**config.mk**
```make
export PLATFORM = sky130hd
export DESIGN_NAME = cu_seq_fsm
export DESIGN_NICKNAME = d
export VERILOG_FILES = /design/src/rtl/cu_pkg.sv /design/src/rtl/cu_decode.sv /design/src/rtl/cu_seq_fsm.sv
export SDC_FILE = /design/constraint.sdc
export NUM_CORES = 1
export LEC_CHECK = 0
export ABC_CLOCK_PERIOD_IN_PS = 4350
export CAP_MARGIN = 10
export CORE_AREA = 2 2 60 62
export CTS_BUF_LIST = sky130_fd_sc_hd__clkbuf_16
export DETAILED_ROUTE_END_ITERATION = 10
export DIE_AREA = 0 0 62 64
export PLACE_DENSITY_LB_ADDON = 0.08
export SLEW_MARGIN = 20
export SYNTH_ARGS = -nofsm -noshare
export SYNTH_HDL_FRONTEND = slang
export SYNTH_HIERARCHICAL = 1
export SYNTH_SLANG_ARGS = --single-unit
```
**constraint.sdc**
```tcl
create_clock -name clk -period 4.35 [get_ports clk]
set_input_delay 0.435 -clock clk [delete_from_list [all_inputs] [get_ports clk]]
set_output_delay 0.435 -clock clk [all_outputs]
set_load 0.01 [all_outputs]
```
**src/rtl/cu_pkg.sv**
```systemverilog
// cu_pkg: shared state, opcode and ALU types for the instruction sequencer.
// Optional feature macro used by cu_seq_fsm: CU_ILLEGAL_TRAP_EN.
package cu_pkg;

    typedef enum logic [2:0] {
        FETCH,
        DECODE,
        OPERAND,
        EXEC,
        HALT
    } state_t;

    typedef enum logic [1:0] {
        ALU_PASS = 2'd0,
        ALU_ADD  = 2'd1
    } alu_op_t;

    localparam logic [7:0] OP_NOP  = 8'h00;
    localparam logic [7:0] OP_LDI  = 8'h01;
    localparam logic [7:0] OP_ADDI = 8'h02;
    localparam logic [7:0] OP_JMP  = 8'h03;
    localparam logic [7:0] OP_JZ   = 8'h04;
    localparam logic [7:0] OP_HLT  = 8'hFF;

endpackage

```
**src/rtl/cu_decode.sv**
```systemverilog
// cu_decode: combinational opcode classifier for the sequencer.
// Only ir[7:0] carries the opcode; wider words ignore the upper bits.
module cu_decode
    import cu_pkg::*;
#(
    parameter int DATA_W = 8
) (
    input  logic [DATA_W-1:0] ir,
    output logic              two_word,
    output logic              is_halt,
    output logic              is_legal,
    output alu_op_t           alu_op,
    output logic              is_jump,
    output logic              is_cond
);

    logic [7:0] op;

    assign op = ir[7:0];

    // Classify the opcode into the control attributes the FSM needs.
    always_comb begin
        two_word = 1'b0;
        is_halt  = 1'b0;
        is_legal = 1'b1;
        alu_op   = ALU_PASS;
        is_jump  = 1'b0;
        is_cond  = 1'b0;
        unique case (1'b1)
            (op == OP_NOP): ;
            (op == OP_LDI): two_word = 1'b1;
            (op == OP_ADDI): begin
                two_word = 1'b1;
                alu_op   = ALU_ADD;
            end
            (op == OP_JMP): begin
                two_word = 1'b1;
                is_jump  = 1'b1;
            end
            (op == OP_JZ): begin
                two_word = 1'b1;
                is_jump  = 1'b1;
                is_cond  = 1'b1;
            end
            (op == OP_HLT): is_halt = 1'b1;
            default: is_legal = 1'b0;
        endcase
    end

endmodule

```
**src/rtl/cu_seq_fsm.sv**
```systemverilog
// cu_seq_fsm: multi-cycle fetch/decode/operand/exec sequencer.
// Define CU_ILLEGAL_TRAP_EN to trap illegal opcodes into HALT.
module cu_seq_fsm
    import cu_pkg::*;
#(
    parameter int DATA_W = 8,
    parameter int ADDR_W = 8
) (
    input  logic              clk,
    input  logic              rst_n,
    input  logic [DATA_W-1:0] rom_data,
    input  logic              rom_valid,
    input  logic              zero_flag,
    output logic              rom_req,
    output logic              pc_inc,
    output logic              pc_load,
    output logic [ADDR_W-1:0] pc_target,
    output logic [DATA_W-1:0] imm,
    output logic [1:0]        alu_op,
    output logic              acc_we,
    output logic              halted,
    output logic              illegal
);

    if (ADDR_W > DATA_W) begin : g_bad_addr_w
        $error("cu_seq_fsm: ADDR_W must not exceed DATA_W");
    end
    if (DATA_W < 8) begin : g_bad_data_w
        $error("cu_seq_fsm: DATA_W must hold an 8-bit opcode");
    end

    state_t            state_q, state_d;
    logic [DATA_W-1:0] ir_q, ir_d;
    logic [DATA_W-1:0] imm_q, imm_d;
    logic              pc_inc_q, pc_inc_d;
    logic              pc_load_q, pc_load_d;
    logic              acc_we_q, acc_we_d;
    alu_op_t           alu_op_q, alu_op_d;
    logic              halted_q, halted_d;
    logic              illegal_q, illegal_d;

    logic    two_word, is_halt, is_legal, is_jump, is_cond;
    alu_op_t dec_alu;

    cu_decode #(
        .DATA_W(DATA_W)
    ) u_decode (
        .ir       (ir_q),
        .two_word (two_word),
        .is_halt  (is_halt),
        .is_legal (is_legal),
        .alu_op   (dec_alu),
        .is_jump  (is_jump),
        .is_cond  (is_cond)
    );

    // Next state plus next values of every registered output.
    always_comb begin
        state_d   = state_q;
        ir_d      = ir_q;
        imm_d     = imm_q;
        pc_inc_d  = 1'b0;
        pc_load_d = 1'b0;
        acc_we_d  = 1'b0;
        alu_op_d  = ALU_PASS;
        illegal_d = illegal_q;
        unique case (state_q)
            FETCH: begin
                if (rom_valid) begin
                    ir_d     = rom_data;
                    pc_inc_d = 1'b1;
                    state_d  = DECODE;
                end
            end
            DECODE: begin
                if (is_halt) begin
                    state_d = HALT;
                end else if (two_word) begin
                    state_d = OPERAND;
                end else if (is_legal) begin
                    state_d = FETCH;
                end else begin
`ifdef CU_ILLEGAL_TRAP_EN
                    illegal_d = 1'b1;
                    state_d   = HALT;
`else
                    state_d   = FETCH;
`endif
                end
            end
            OPERAND: begin
                if (rom_valid) begin
                    imm_d     = rom_data;
                    acc_we_d  = !is_jump;
                    alu_op_d  = dec_alu;
                    pc_load_d = is_jump && (!is_cond || zero_flag);
                    pc_inc_d  = !pc_load_d;
                    state_d   = EXEC;
                end
            end
            EXEC: state_d = FETCH;
            HALT: state_d = HALT;
            default: state_d = FETCH;
        endcase
        halted_d = (state_d == HALT);
    end

    // State and registered outputs; reset aborts any instruction.
    always_ff @(posedge clk or negedge rst_n) begin
        if (!rst_n) begin
            state_q   <= FETCH;
            ir_q      <= '0;
            imm_q     <= '0;
            pc_inc_q  <= 1'b0;
            pc_load_q <= 1'b0;
            acc_we_q  <= 1'b0;
            alu_op_q  <= ALU_PASS;
            halted_q  <= 1'b0;
            illegal_q <= 1'b0;
        end else begin
            state_q   <= state_d;
            ir_q      <= ir_d;
            imm_q     <= imm_d;
            pc_inc_q  <= pc_inc_d;
            pc_load_q <= pc_load_d;
            acc_we_q  <= acc_we_d;
            alu_op_q  <= alu_op_d;
            halted_q  <= halted_d;
            illegal_q <= illegal_d;
        end
    end

    assign rom_req   = (state_q == FETCH) || (state_q == OPERAND);
    assign pc_inc    = pc_inc_q;
    assign pc_load   = pc_load_q;
    assign pc_target = imm_q[ADDR_W-1:0];
    assign imm       = imm_q;
    assign alu_op    = alu_op_q;
    assign acc_we    = acc_we_q;
    assign halted    = halted_q;
    assign illegal   = illegal_q;

endmodule

```
==> key figures, run 1 <==
Route
  • Post-detailed-route DRC marker count: 0
  • Via count: 721
  • Metal3 WL: 102 um
  • Antenna-violating nets left: 0
  • DR pass1 iterations: 3
  • Highest metal used: met4
  • Routed vias/inst: 4.506
  • Wirelength, routed: 1.988 mm
  • Wirelength per Cell: 12.43 um
  • DR iter-0 viols: 23
  • Metal1 wirelength: 844 um
  • Met2 wire len: 990 um

Layout
  • Area delta synth->final: 35.48%
  • Final #Nets: 127
  • Share of layout cells above drive strength 1: 0.2193
  • Fill cell count: 312
  • Antenna cells: 0
  • Final Non-Filler Cells: 160

Global routing
  • GRT Residual Overflow: 0
  • Largest net degree at the start of global routing: 26
  • Global-route wire length before repair: 3.408 mm
  • Antenna violations before repair: 0
  • Vias in the first global route: 749
  • All-Layer GR Usage: 0.1191

Floorplan
  • I/O Pins: 36
  • Initial Utilization: 0.3425
  • Die width: 62 um
  • Die H: 64 um
  • Std-Cell Rows: 21
  • Die area: 3968 sq um
  • Core area: 3284 sq um

Critical path
  • CP Launch Type: register
  • CP arrival: 1.39 ns
  • Cell Chain, Critical Path: nor2_1 > clkdlybuf4s50_1
  • Worst EP required: 3.91 ns
  • Critical path type: reg -> out
  • R2R setup slack: 2.78 ns
  • Critical path's slowest cell: clkdlybuf4s50_1
  • CP bufs+invs: 1
  • Endpoint type of the worst setup path: primary output
  • Reg2Reg Depth: 2
  • CP max stage delay: 0.53 ns
  • Crit-path max FO: 8
  • Largest delay share family, worst path: buffers and inverters
  • Crit path depth: 2

Yosys
  • Synth warn: 6
  • Synthesized area per cell: 12.93 sq um
  • Mapped Area: 1125 sq um
  • Post-synthesis net count: 99
  • Gate Count Post-Synth: 87

Timing
  • FMAX: 548.5 MHz
  • Final setup viols: 0
  • Fin crit share: 0.4191
  • Final hold viol count: 0
  • Worst Clk Skew: 0.001019 ns
  • Final-report max-slew violation count: 0
  • Sum Neg Setup Slack: 0 ns
  • Tightest Pin Transition: 0.5659 ns
  • Worst relative slew slack: 0.6212
  • RSZ-0062 raised after global routing: no
  • Min Tclk post-route: 1.823 ns

Place
  • Placed cell count: 156
  • GP Congestion: 0.6923
  • PortBufs: 34

Clock tree
  • CTS Root Buffer Type: clkbuf_16
  • Post-CTS Setup Inserts: 0
  • CTS max path bufs: 2
  • Clock transition at path regs: 0.06 ns
  • Post-CTS sizing: 0
  • Clk sink count: 25
  • CTS tree: built
  • CTS HTree Levels: 1
  • Worst skew pair latency: 0.26 ns
  • Hold buffers post-CTS: 0
  • CTS buffer count: 3

Hold path
  • Worst min path class: reg -> reg
  • WHS Path Cells: 1

Pwr
  • VDD IR-drop max: 0.3242 mV
  • P_leak: 0.6419 nW
  • PD cells: 493.2 nW/um^2

Run
  • Max cap viols: 0

Status
  • Outcome: finished clean
-- state kept, by name, summed over array words and instances, names as in the netlist --
register and cells:
ir_q 8, alu_op 2, imm 8, pc_inc 1
halted 1, pc_load 1, acc_we 1, state_q 3
-- worst paths after layout --
kind	from	endpoint
worst min register to register	imm[1]$_DFFE_PN0P_	imm[1]$_DFFE_PN0P_
min in group asynchronous	rst_n	acc_we$_DFF_PN0_
worst max-delay path	state_q[0]$_DFF_PN0_	rom_req
worst max register to register	state_q[0]$_DFF_PN0_	ir_q[7]$_DFFE_PN0P_
worst min-delay path	imm[1]$_DFFE_PN0P_	imm[1]$_DFFE_PN0P_
max in group asynchronous	rst_n	imm[7]$_DFFE_PN0P_
-- routing by layer --
layer,vias to the layer above,GRT usage
li1,341,-
met1,353,0.1363
met3,4,0.02834
met4,0,0.07447
met2,23,0.1914
met5,-,0
-- per-stage QoR --
stage / power (mW) / util / setup WS (ns) / hold slack (ns) / area (sq um)
4_1_cts: 0.7663 / 0.4640 / 2.520 / 0.5385 / 1524
6_report: 0.7516 / 0.4640 / 2.527 / 0.5306 / 1524
3_3_place_gp: 0.5570 / 0.4400 / 2.427 / 0.5128 / 1445
5_1_grt: 0.7917 / 0.4640 / 2.433 / 0.5618 / 1524
2_1_floorplan: 0.4520 / - / 2.888 / 0.1394 / 1125
3_5_place_dp: 0.5609 / 0.4400 / 2.395 / 0.5219 / 1445
-- cell usage in the layout, fill, tap and decap left out --
master	count
inv_1	1
nor4b_4	1
xor2_1	1
nor2b_1	1
buf_4	1
conb_1	2
nand3b_1	2
a21oi_1	4
nand2_1	1
mux2_2	16
clkbuf_16	3
or4bb_1	1
dfrtp_1	25
nor3_2	1
clkdlybuf4s50_1	34
nand4_1	2
nand2b_1	3
nand2_2	1
and2_1	3
and4bb_2	1
and3_1	1
nor3b_1	1
a21boi_0	1
nor2_1	6
nor4b_2	1
-- cell type report --
class                   instances  area, sq um  area share
flip-flops and latches         25        625.6      0.4105
clock inverters                 1        3.754    0.002463
repair buffers                 35        347.8      0.2282
clock buffers                   3        75.07     0.04926
well taps                      46        57.56     0.03777
multi-input cells              50        414.1      0.2718
-- report_power, final --
group | switching (mW) | internal [mW]
Clock | 0.0759 | 0.123
Sequential | 0.0380 | 0.279
Combinational | 0.0804 | 0.155
Total | 0.194 | 0.557
No activity file was read; power rests on OpenSTA's default activity.
==> inputs of run 2 (changes only) <==
- ABC_CLOCK_PERIOD_IN_PS: 4350 -> 1500
- clock period: 4.35 -> 1.5 ns (I/O delays scaled with it)
==> run 2 against run 1 <==
First-iteration DRC count decreased by 43%. Sequential power increased to 2.9 times the previous value. Cell area increased by 5.5%. Count of clock-buffer cells in the layout unchanged. Largest power group unchanged. Global-route usage decreased by 0.56 points. Cell count increased by 6.3%. Combinational power increased to 3.1 times the previous value. Clock skew increased by 0.0071 ns. Setup slack got worse by 2.4 ns. Sequential cell count unchanged.
==> key figures, run 2 (synthesis results as in run 1) <==
Status
  • Outcome: finished clean (unchanged)

Layout
  • Antenna cells: 0 (unchanged)
  • Share of layout cells above drive strength 1: 0.3065 (was 0.2193)
  • Final instance area: 1608 sq um (was 1524 sq um)
  • Most frequent cells in the layout: clkdlybuf4s50_1, dfrtp_1, mux2_2 (unchanged)
  • Most common cell after layout, fill and taps aside: clkdlybuf4s50_1 (unchanged)
  • Final #Nets: 137 (was 127)
  • Area delta synth->final: 42.94% (was 35.48%)

Route
  • Wirelength per Cell: 11.79 um (was 12.43 um)
  • DR iter-0 viols: 13 (was 23)
  • Antenna-violating nets left: 0 (unchanged)
  • Routed vias/inst: 4.300 (was 4.506)
  • DR pass1 iterations: 2 (was 3)
  • Post-detailed-route DRC marker count: 0 (unchanged)
  • Wirelength, routed: 2.004 mm (was 1.988 mm)
  • Via count: 731 (was 721)

Global routing
  • GRT Residual Overflow: 0 (unchanged)
  • Global-route wire length before repair: 3.498 mm (was 3.408 mm)
  • Vias in the first global route: 769 (was 749)
  • All-Layer GR Usage: 0.1134 (was 0.1191)
  • Antenna violations before repair: 0 (unchanged)
  • Largest net degree at the start of global routing: 26 (unchanged)

Place
  • Post-DP HPWL: 1.447 mm
  • Pre-CTS WS: -0.01162 ns (was 2.395 ns)
  • PortBufs: 34 (unchanged)
  • GP Congestion: 0.6880 (was 0.6923)
  • DP Area: 1498 sq um (was 1445 sq um)

Floorplan
  • Die width: 62 um (unchanged)
  • Initial Utilization: 0.3425 (unchanged)
  • Die H: 64 um (unchanged)
  • Core area: 3284 sq um (unchanged)
  • Die area: 3968 sq um (unchanged)
  • Std-Cell Rows: 21 (unchanged)
  • I/O Pins: 36 (unchanged)

Critical path
  • CP Launch Type: register (unchanged)
  • CP arrival: 1.53 ns (was 1.39 ns)
  • Worst EP required: 1.64 ns (was 3.91 ns)
  • Crit-path max FO: 7 (was 8)
  • Critical path type: reg -> reg (was reg -> out)
  • Reg2Reg Depth: 3 (was 2)
  • Endpoint type of the worst setup path: register (was primary output)

Timing
  • Fin crit share: 0.9276
  • RSZ-0062 raised after global routing: no (unchanged)
  • Min Tclk post-route: 1.391 ns
  • Worst Clk Skew: 0.008117 ns (was 0.001019 ns)
  • Setup ws final: 0.1086 ns (was 2.527 ns)
  • FMAX: 718.7 MHz
  • Final setup viols: 0 (unchanged)
  • Sum Neg Setup Slack: 0 ns (unchanged)
  • Hold_ws: 0.2499 ns (was 0.5306 ns)
  • Final-report max-slew violation count: 0 (unchanged)
  • Final hold viol count: 0 (unchanged)

Pwr
  • Power, Total: 2.232 mW (was 0.7516 mW)
  • PD cells: 1388 nW/um^2 (was 493.2 nW/um^2)
  • VDD IR-drop max: 0.5337 mV (was 0.3242 mV)
  • P_leak: 0.6950 nW (was 0.6419 nW)

Clock tree
  • CTS tree: built (unchanged)
  • CTS Root Buffer Type: clkbuf_16 (unchanged)
  • Clock transition at path regs: 0.07 ns (was 0.06 ns)
  • CTS max path bufs: 2 (unchanged)
  • Clk sink count: 25 (unchanged)
  • CTS buffer count: 3 (unchanged)
  • Worst skew pair latency: 0.26 ns (about the same)
  • CTS HTree Levels: 1 (unchanged)

Hold path
  • Worst min path class: in -> async (was reg -> reg)

Run
  • Max cap viols: 0 (unchanged)
## run 2: cell count changes in the layout (fill, tap and decap cells not counted)
cell	delta
dfrtp_2	+2
clkdlybuf4s50_1	-1
buf_4	+10
dlymetal6s2s_1	+1
a21oi_2	+1
a21oi_1	-1
dfrtp_1	-2
## run 2: worst max-delay path, cell delays in order (launching register included)
cell and delay (ns):
dfrtp_2 0.46, and4bb_2 0.33, buf_4 0.16, mux2_2 0.33
## run 2: stage by stage
step	std cells	utilization
after floorplan	87	-
after detailed placement	163	0.4560
after CTS	169	0.4853
after global routing	170	0.4895
after global placement	163	0.4560
final	170	0.4895
## run 2: where the power goes
| part | switching (mW) | leakage [nW] | total (mW) | internal [mW] |
|---|---|---|---|---|
| combinational | 0.255 | 0.333 | 0.740 | 0.485 |
| sequential | 0.0962 | 0.320 | 0.906 | 0.810 |
| clock | 0.230 | 0.0423 | 0.586 | 0.356 |
## run 2: timing repair
item                                    4_1_cts  5_1_grt
pin swaps                                     0        2
hold buffers                                  0        0
buffers inserted                              2        1
endpoints found under the setup margin        1        2
gates resized for setup                       2        2
## run 2: layout make-up
cell class	instances	area, sq um
Fill cell	297	1677
Sequential cell	25	628.1
Timing Repair Buffer	45	425.4
Multi-Input combinational cell	50	417.9
Clock buffer	3	75.07
Tap cell	46	57.56
Clock inverter	1	3.754
## run 2: worst paths after layout
kind / from / endpoint / slack [ns]
hold / removal: rst_n / imm[2]$_DFFE_PN0P_ / 0.25
setup reg to reg: state_q[2]$_DFF_PN0_ / imm[6]$_DFFE_PN0P_ / 0.11
setup / recovery: state_q[2]$_DFF_PN0_ / imm[6]$_DFFE_PN0P_ / 0.11
min in group clk: state_q[2]$_DFF_PN0_ / state_q[1]$_DFF_PN0_ / 0.52
hold reg to reg: state_q[2]$_DFF_PN0_ / state_q[1]$_DFF_PN0_ / 0.52
max in group asynchronous: rst_n / state_q[0]$_DFF_PN0_ / 0.98
## run 2: per-layer routing
layer  routed length [um]  GRT usage
met1                  909     0.1503
met2                  985     0.1875
met3                  108    0.02834
met4                    0    0.01596
met5                    0          0
==> inputs of run 3 (changes only) <==
- ABC_CLOCK_PERIOD_IN_PS: 1500 -> 1700
- clock period: 1.5 -> 1.7 ns (I/O delays scaled with it)
==> run 3 against run 2 <==
Core utilization decreased by 2.1 points. Die area did not move. First-iteration DRC count increased by 38%. Cell area fell by 4.3%. Total power decreased by 14%. Wire length down 4.0%. Via count fell by 3.7%. Clock skew decreased by 0.0059 ns. Clock power fell by 15%. Largest cell class unchanged.
==> key figures, run 3 (synthesis results as in run 1) <==
Route
  • Metal1 wirelength: 943 um (was 909 um)
  • Met2 wire len: 882 um (was 985 um)
  • Via count: 704 (was 731)
  • Antenna-violating nets left: 0 (unchanged)
  • Wirelength per Cell: 11.88 um (was 11.79 um)
  • Post-detailed-route DRC marker count: 0 (unchanged)
  • DR pass1 iterations: 2 (unchanged)
  • DR iter-0 viols: 18 (was 13)
  • Wirelength, routed: 1.924 mm (was 2.004 mm)
  • Routed vias/inst: 4.346 (was 4.300)
  • Highest metal used: met4 (was met3)
  • Metal3 WL: 86 um (was 108 um)

Clock tree
  • CTS tree: built (unchanged)
  • CTS buffer count: 3 (unchanged)
  • Hold buffers post-CTS: 0 (unchanged)
  • Post-CTS Setup Inserts: 0 (was 2)
  • CTS Root Buffer Type: clkbuf_16 (unchanged)
  • Worst skew pair latency: 0.25 ns (was 0.26 ns)
  • CTS max path bufs: 2 (unchanged)
  • CTS HTree Levels: 1 (unchanged)
  • Post-CTS sizing: 0 (was 2)
  • Clk sink count: 25 (unchanged)
  • Clock transition at path regs: 0.06 ns (was 0.07 ns)

Critical path
  • CP Launch Type: register (unchanged)
  • Worst EP required: 1.53 ns (was 1.64 ns)
  • Reg2Reg Depth: 2 (was 3)
  • R2R Path Start: state_q[0]$_DFF_PN0_ (was state_q[2]$_DFF_PN0_)
  • Critical path type: reg -> out (was reg -> reg)
  • Cell Chain, Critical Path: nor2_1 > clkdlybuf4s50_1 (was and4bb_2 > buf_4 > mux2_2)
  • CP max stage delay: 0.54 ns (was 0.46 ns)
  • Critical path's slowest cell: clkdlybuf4s50_1 (was dfrtp_2)
  • CP arrival: 1.39 ns (was 1.53 ns)
  • Endpoint type of the worst setup path: primary output (was register)
  • CP startpoint: state_q[0]$_DFF_PN0_ (was state_q[2]$_DFF_PN0_)
  • Crit-path max FO: 8 (was 7)

Floorplan
  • I/O Pins: 36 (unchanged)
  • Initial Utilization: 0.3425 (unchanged)
  • Die H: 64 um (unchanged)
  • Std-Cell Rows: 21 (unchanged)
  • Die width: 62 um (unchanged)
  • Die area: 3968 sq um (unchanged)
  • Core area: 3284 sq um (unchanged)

Global routing
  • Largest net degree at the start of global routing: 26 (unchanged)
  • Vias in the first global route: 728 (was 769)
  • Antenna violations before repair: 0 (unchanged)
  • Global-route wire length before repair: 3.284 mm (was 3.498 mm)
  • GRT Residual Overflow: 0 (unchanged)
  • All-Layer GR Usage: 0.1108 (was 0.1134)

Timing
  • Final hold viol count: 0 (unchanged)
  • Final-report max-slew violation count: 0 (unchanged)
  • Sum Neg Setup Slack: 0 ns (unchanged)
  • FMAX: 641.8 MHz
  • Min Tclk post-route: 1.558 ns
  • Hold_ws: 0.2888 ns (was 0.2499 ns)
  • Worst Clk Skew: 0.002187 ns (was 0.008117 ns)
  • Fin crit share: 0.9165
  • Final setup viols: 0 (unchanged)
  • RSZ-0062 raised after global routing: no (unchanged)

Layout
  • FF+latch area: 625.6 sq um (was 628.1 sq um)
  • Most common cell after layout, fill and taps aside: clkdlybuf4s50_1 (unchanged)
  • Final #Nets: 129 (was 137)
  • Share of layout cells above drive strength 1: 0.2328 (was 0.3065)
  • Fill cell count: 308 (was 297)
  • Final instance area: 1539 sq um (was 1608 sq um)
  • Multi-input gate area: 414.1 sq um (was 417.9 sq um)
  • Area delta synth->final: 36.82% (was 42.94%)
  • Antenna cells: 0 (unchanged)
  • Most frequent cells in the layout: clkdlybuf4s50_1, dfrtp_1, mux2_2 (unchanged)

Pwr
  • Int Pwr: 1.433 mW (was 1.651 mW)
  • Seq pwr share: 0.422 (was 0.406)
  • PD cells: 1252 nW/um^2 (was 1388 nW/um^2)
  • Comb pwr share: 0.319 (was 0.331)
  • P_leak: 0.6517 nW (was 0.6950 nW)
  • Power, Total: 1.927 mW (was 2.232 mW)
  • Clock share of power: 0.259 (was 0.263)
  • Switching Share: 0.2562 (was 0.2604)
  • NetSw: 0.4937 mW (was 0.5812 mW)
  • VDD IR-drop max: 0.4790 mV (was 0.5337 mV)

Place
  • DP Area: 1460 sq um (was 1498 sq um)
  • GP Congestion: 0.6846 (was 0.6880)
  • Post-DP HPWL: 1.372 mm (was 1.447 mm)
  • PortBufs: 34 (unchanged)

Hold path
  • Worst min path class: in -> async (unchanged)

Status
  • Outcome: finished clean (unchanged)

Run
  • Max cap viols: 0 (unchanged)
## run 3: changes by cell type in the layout (fill, tap and decap cells not counted)
| cell | previous run | this run |
|---|---|---|
| dfrtp_2 | 2 | 0 |
| a21oi_1 | 3 | 4 |
| dfrtp_1 | 23 | 25 |
| dlymetal6s2s_1 | 1 | 0 |
| clkdlybuf4s50_1 | 33 | 34 |
| a21oi_2 | 1 | 0 |
| buf_4 | 11 | 3 |
## run 3: final cells by class
cell class	count	share of cell area
sequential	25	0.4065
clock buffer	3	0.04878
tap	46	0.03740
multi-input combinational	50	0.2691
clock inverter	1	0.002439
timing repair buffer	37	0.2358
## run 3: power by group through the flow
| stage | registers, mW | logic [mW] | clock network, mW |
|---|---|---|---|
| 5_1_grt | 0.833 | 0.655 | 0.546 |
| 2_1_floorplan | 0.847 | 0.309 | 0 |
| 4_1_cts | 0.816 | 0.624 | 0.525 |
| 3_5_place_dp | 0.825 | 0.622 | 0 |
| 6_report | 0.812 | 0.615 | 0.500 |
| 3_3_place_gp | 0.819 | 0.620 | 0 |
## run 3: final timing paths
check                                       to  slack, ns
setup / recovery                       rom_req       0.14
setup reg to reg            imm[5]$_DFFE_PN0P_       0.22
max in group asynchronous  ir_q[0]$_DFFE_PN0P_       1.18
hold / removal                halted$_DFF_PN0_       0.29
min in group clk            imm[0]$_DFFE_PN0P_       0.54
hold reg to reg             imm[0]$_DFFE_PN0P_       0.54
## run 3: worst max-delay path, delay by kind of cell, from the launching register on
| kind | cells | cell delay [ns] |
|---|---|---|
| flops | 1 | 0.47 |
| simple gates | 1 | 0.13 |
| buf+inv | 1 | 0.54 |
## run 3: routing by layer
layer | up-vias | GRT usage
met5 | - | 0
met4 | 0 | 0.04787
met3 | 2 | 0.02429
met2 | 21 | 0.1732
met1 | 338 | 0.1432
li1 | 343 | -
## run 3: per-stage QoR
| stage | setup WS, ns | utilization | instances |
|---|---|---|---|
| 6_report | 0.1420 | 0.4686 | 162 |
| 5_1_grt | 0.06981 | 0.4686 | 162 |
| 4_1_cts | 0.1222 | 0.4686 | 162 |
| 3_5_place_dp | 0.08506 | 0.4446 | 158 |
| 3_3_place_gp | 0.1004 | 0.4446 | 158 |
| 2_1_floorplan | 0.2383 | - | 87 |
==> variant 1: new RTL, config.mk and constraints of run 2 <==
Add a define of `CU_ILLEGAL_TRAP_EN`.
--- a/src/rtl/cu_seq_fsm.sv
+++ b/src/rtl/cu_seq_fsm.sv
@@ -1,5 +1,7 @@
 // cu_seq_fsm: multi-cycle fetch/decode/operand/exec sequencer.
 // Define CU_ILLEGAL_TRAP_EN to trap illegal opcodes into HALT.
+`define CU_ILLEGAL_TRAP_EN
+
 module cu_seq_fsm
     import cu_pkg::*;
 #(
Formal check against the unedited RTL: not equivalent (Yosys sat finds a counterexample within 4 cycles, from zero or initial values and one cycle with rst_n low).
==> variant 1 against run 2 <==
Non-clock buffer count fell by 5. Final cell count unchanged. Final area up 2.1%. Synthesized area grew 4.2%. Wire length grew 7.8%. Clock power increased by 2%. Die area unchanged. Power is 18% higher. Sequential share of layout area up 0.64 points. Sequential cell count grew 1. Worst setup slack got worse by 0.025 ns. Critical path type unchanged. Largest power group unchanged. Highest routed layer is now met4.
==> variant 1: results <==
[routing]
vias = 785
drt_iter0_markers = 13
drtPass1Iterations = 2
post_drt_wl_per_cell_um = 12.7

[grt]
grt_first_pass_wirelength_mm = 3.62
antenna_found_initial = 0
grtUsageTotal_pct = 12.4
grt_max_degree = 27

[setup_path]
critPathArrivalTime_ns = 1.56
cp_top_family = flip-flops
crit_fanout = 10
critPathSlowestCell = dfrtp_1
cpPeakStageDelay_ns = 0.46
rrSetupSlack_ns = 0.08

[outcome]
status = completed

[yosys]
yosysSeqAreaShare_pct = 55.5
ys_warn_count = 6
ys_top_cells_by_area = dfrtp_1 55%, mux2_2 15%, buf_4 5.8%, nor2_1 2.2%, nor4b_4 2.0%
synth_nets = 103
yosys-top-cells-count = 26 x dfrtp_1, 16 x mux2_2, 9 x buf_4, 7 x nor2_1, 3 x inv_1
synth.distinct_cells = 30
async_reset_ff_share_pct = 100
ys.flop_type = dfrtp_1

[clock_network]
cts_setup_buffers = 0
clk_pin_slew_ns = 0.06
h-tree-depth = 1
clock-root-buffer = clkbuf_16
cts_made_buffers = 3
insertion_delay_ns = 0.26
cts_buffer_depth = 2
cts_resized = 2

[worst_hold_path]
min_path_type = in2async

[cells_and_area]
fin_nets = 137
diodes = 0
drive_gt1_share_pct = 27.4

[power]
internal_power_mw = 1.83
ir_worst_vdd_v = 0.000699
pwr-share-clk_pct = 22.7
power.leakage_nw = 0.688
pg_comb_mw = 0.894

[sta]
worst_clock_skew_ns = 0.00140
finalCritPeriodShare_pct = 94.4

[placement]
place.detailed.hpwl_mm = 1.54
place_ws_ns = -0.0179
gp_congestion = 0.770
numPortBuffers = 35
placed_area_um2 = 1550
-- variant 1: cell count changes in the layout (fill, tap and decap cells not counted), sizes merged, moves of 2 or more --
cell / run 2 / this run
a21oi: 4 / 1
buf: 11 / 5
inv: 1 / 3
o311a: 0 / 2
nand2b: 3 / 1
-- variant 1: stage by stage --
stage / total power [mW] / hold slack, ns / instances
global placement: 2.02 / 0.445 / 166
detailed placement: 2.04 / 0.452 / 166
CTS: 2.64 / 0.266 / 170
finish: 2.62 / 0.251 / 170
floorplan: 1.68 / -0.146 / 91
global route: 2.79 / 0.308 / 170
-- variant 1: logic make-up after synthesis --
group           Yosys count  synth area share, %
simple gates             24                 14.5
xor+xnor                  2                 1.49
other cells               1                0.320
flops                    26                 55.5
buf+inv                  14                 7.58
mux                      16                 15.4
compound gates            8                 5.23
-- variant 1: final timing paths --
| kind | endpoint | start | cells past startpoint |
|---|---|---|---|
| worst max-delay path | imm[4] | state_q[2] | 3 |
| worst min-delay path | alu_op[1] | rst_n | 2 |
| worst max register to register | imm[4] | state_q[2] | 3 |
| worst min register to register | illegal | illegal | 1 |
| max in group asynchronous | state_q[0] | rst_n | 2 |
| min in group clk | illegal | illegal | 1 |
-- variant 1: layout make-up --
| class | count | area [µm²] |
|---|---|---|
| sequential | 26 | 652 |
| clock buffer | 3 | 75.1 |
| clock inverter | 1 | 3.75 |
| timing repair buffer | 40 | 403 |
| multi-input combinational | 51 | 439 |
| inverter | 3 | 11.3 |
| fill | 300 | 1640 |
| tap | 46 | 57.6 |
-- variant 1: metal layers --
metal	track usage [%]	wire, µm	up-vias
met5	0	0	-
met1	16.2	1010	379
met2	18.6	976	24
met3	2.43	118	5
li1	-	-	377
met4	7.18	57	0
==> variant 2: new RTL, config.mk and constraints of run 2 <==
Made on the original files. Remove the register `acc_we_q`: a continuous assignment takes its place, so the output `acc_we` follows one clock earlier.
--- a/src/rtl/cu_seq_fsm.sv
+++ b/src/rtl/cu_seq_fsm.sv
@@ -113,7 +113,6 @@
             imm_q     <= '0;
             pc_inc_q  <= 1'b0;
             pc_load_q <= 1'b0;
-            acc_we_q  <= 1'b0;
             alu_op_q  <= ALU_PASS;
             halted_q  <= 1'b0;
             illegal_q <= 1'b0;
@@ -123,12 +122,13 @@
             imm_q     <= imm_d;
             pc_inc_q  <= pc_inc_d;
             pc_load_q <= pc_load_d;
-            acc_we_q  <= acc_we_d;
             alu_op_q  <= alu_op_d;
             halted_q  <= halted_d;
             illegal_q <= illegal_d;
         end
     end
+
+    assign acc_we_q = acc_we_d;
 
     assign rom_req   = (state_q == FETCH) || (state_q == OPERAND);
     assign pc_inc    = pc_inc_q;
Check against the original RTL: not equivalent (Yosys sat finds a counterexample within 4 cycles, from zero or initial values and one cycle with rst_n low).
==> variant 2 against run 2 <==
Power increased by 9.4%. Worst setup slack got worse by 0.042 ns. Via count increased by 11%. Wire length increased by 11%. Synthesized area decreased by 2.2%. Maximum frequency decreased by 2.9%. Final area increased by 4.9%. Sequential cell count decreased by 1. First-iteration DRC count increased by 7.7%. Sequential share of layout area decreased by 3.5 points. Critical path type unchanged.
==> variant 2: results <==
[outcome]
status = completed

[placement]
numPortBuffers = 34
gp_congestion = 0.789
place.detailed.hpwl_mm = 1.57

[setup_path]
crit_fanout = 8
critPathSlowestCell = dfrtp_1
r2r_start = state_q[1]
cpPeakStageDelay_ns = 0.39
reg2reg_depth = 4
critPathArrivalTime_ns = 1.58
crit_path_start = state_q[1]

[grt]
grtUsageTotal_pct = 13.0
grt_max_degree = 25
grt_first_pass_wirelength_mm = 3.71

[cells_and_area]
fin_nets = 147
drive_gt1_share_pct = 37.3
nFillCells = 305

[sta]
worst_clock_skew_ns = 0.00199

[routing]
vias = 810
post_drt_wl_per_cell_um = 12.4
drt_iter0_markers = 14
drtPass1Iterations = 4

[yosys]
ys_warn_count = 6
synth_nets = 98

[power]
ir_worst_vdd_v = 0.000654
power.leakage_nw = 0.745

[clock_network]
h-tree-depth = 1
insertion_delay_ns = 0.26
variant 2: worst paths after layout:
path	endpoint	slack (ns)
worst max-delay path	ir_q[6]	0.07
worst min-delay path	alu_op[1]	0.25
worst max register to register	ir_q[6]	0.07
worst min register to register	imm[7]	0.53
max in group asynchronous	ir_q[1]	1.01
min in group clk	ir_q[5]	0.53
variant 2: repair_timing:
item / CTS / global route
gates cloned: 0 / 0
resized for setup: 7 / 1
pin swaps: 5 / 4
endpoints found under the hold margin: 0 / 0
setup endpoints to repair: 3 / 10
setup buffers: 0 / 4
variant 2: layer usage:
metal	up-vias	track usage, %	wire, µm
met5	-	0	0
li1	378	-	-
met1	399	15.8	983
met3	4	3.64	113
met2	29	20.7	1110
met4	0	5.59	27
variant 2: cell type report:
cell class,count,area [µm²],area share (%)
sequential,24,601,35.6
multi-input combinational,50,420,24.9
tap,46,57.6,3.41
clock inverter,1,30.0,1.78
clock buffer,3,75.1,4.45
timing repair buffer,56,503,29.8
variant 2: per-stage QoR:
stage               utilization, %  instances  cell area [µm²]  power [mW]  setup slack, ns
detailed placement            47.1        172             1550        1.69           -0.199
CTS                           50.3        176             1650        2.45          0.00294
floorplan                        -         86             1100        1.28           0.0383
global route                  51.4        180             1690        2.58          -0.0361
finish                        51.4        180             1690        2.44           0.0671
global placement              47.1        172             1550        1.67           -0.176
variant 2: worst reg2reg max path, cell delays in order, from the launching register on:
cell,delay (ns)
dfrtp_1,0.39
buf_4,0.15
nor4b_4,0.27
buf_6,0.18
mux2_2,0.34
variant 2: where the power goes:
part           internal, mW  switching, mW
combinational         0.533          0.277
sequential            0.782         0.0945
clock                 0.530          0.225
total                  1.85          0.597
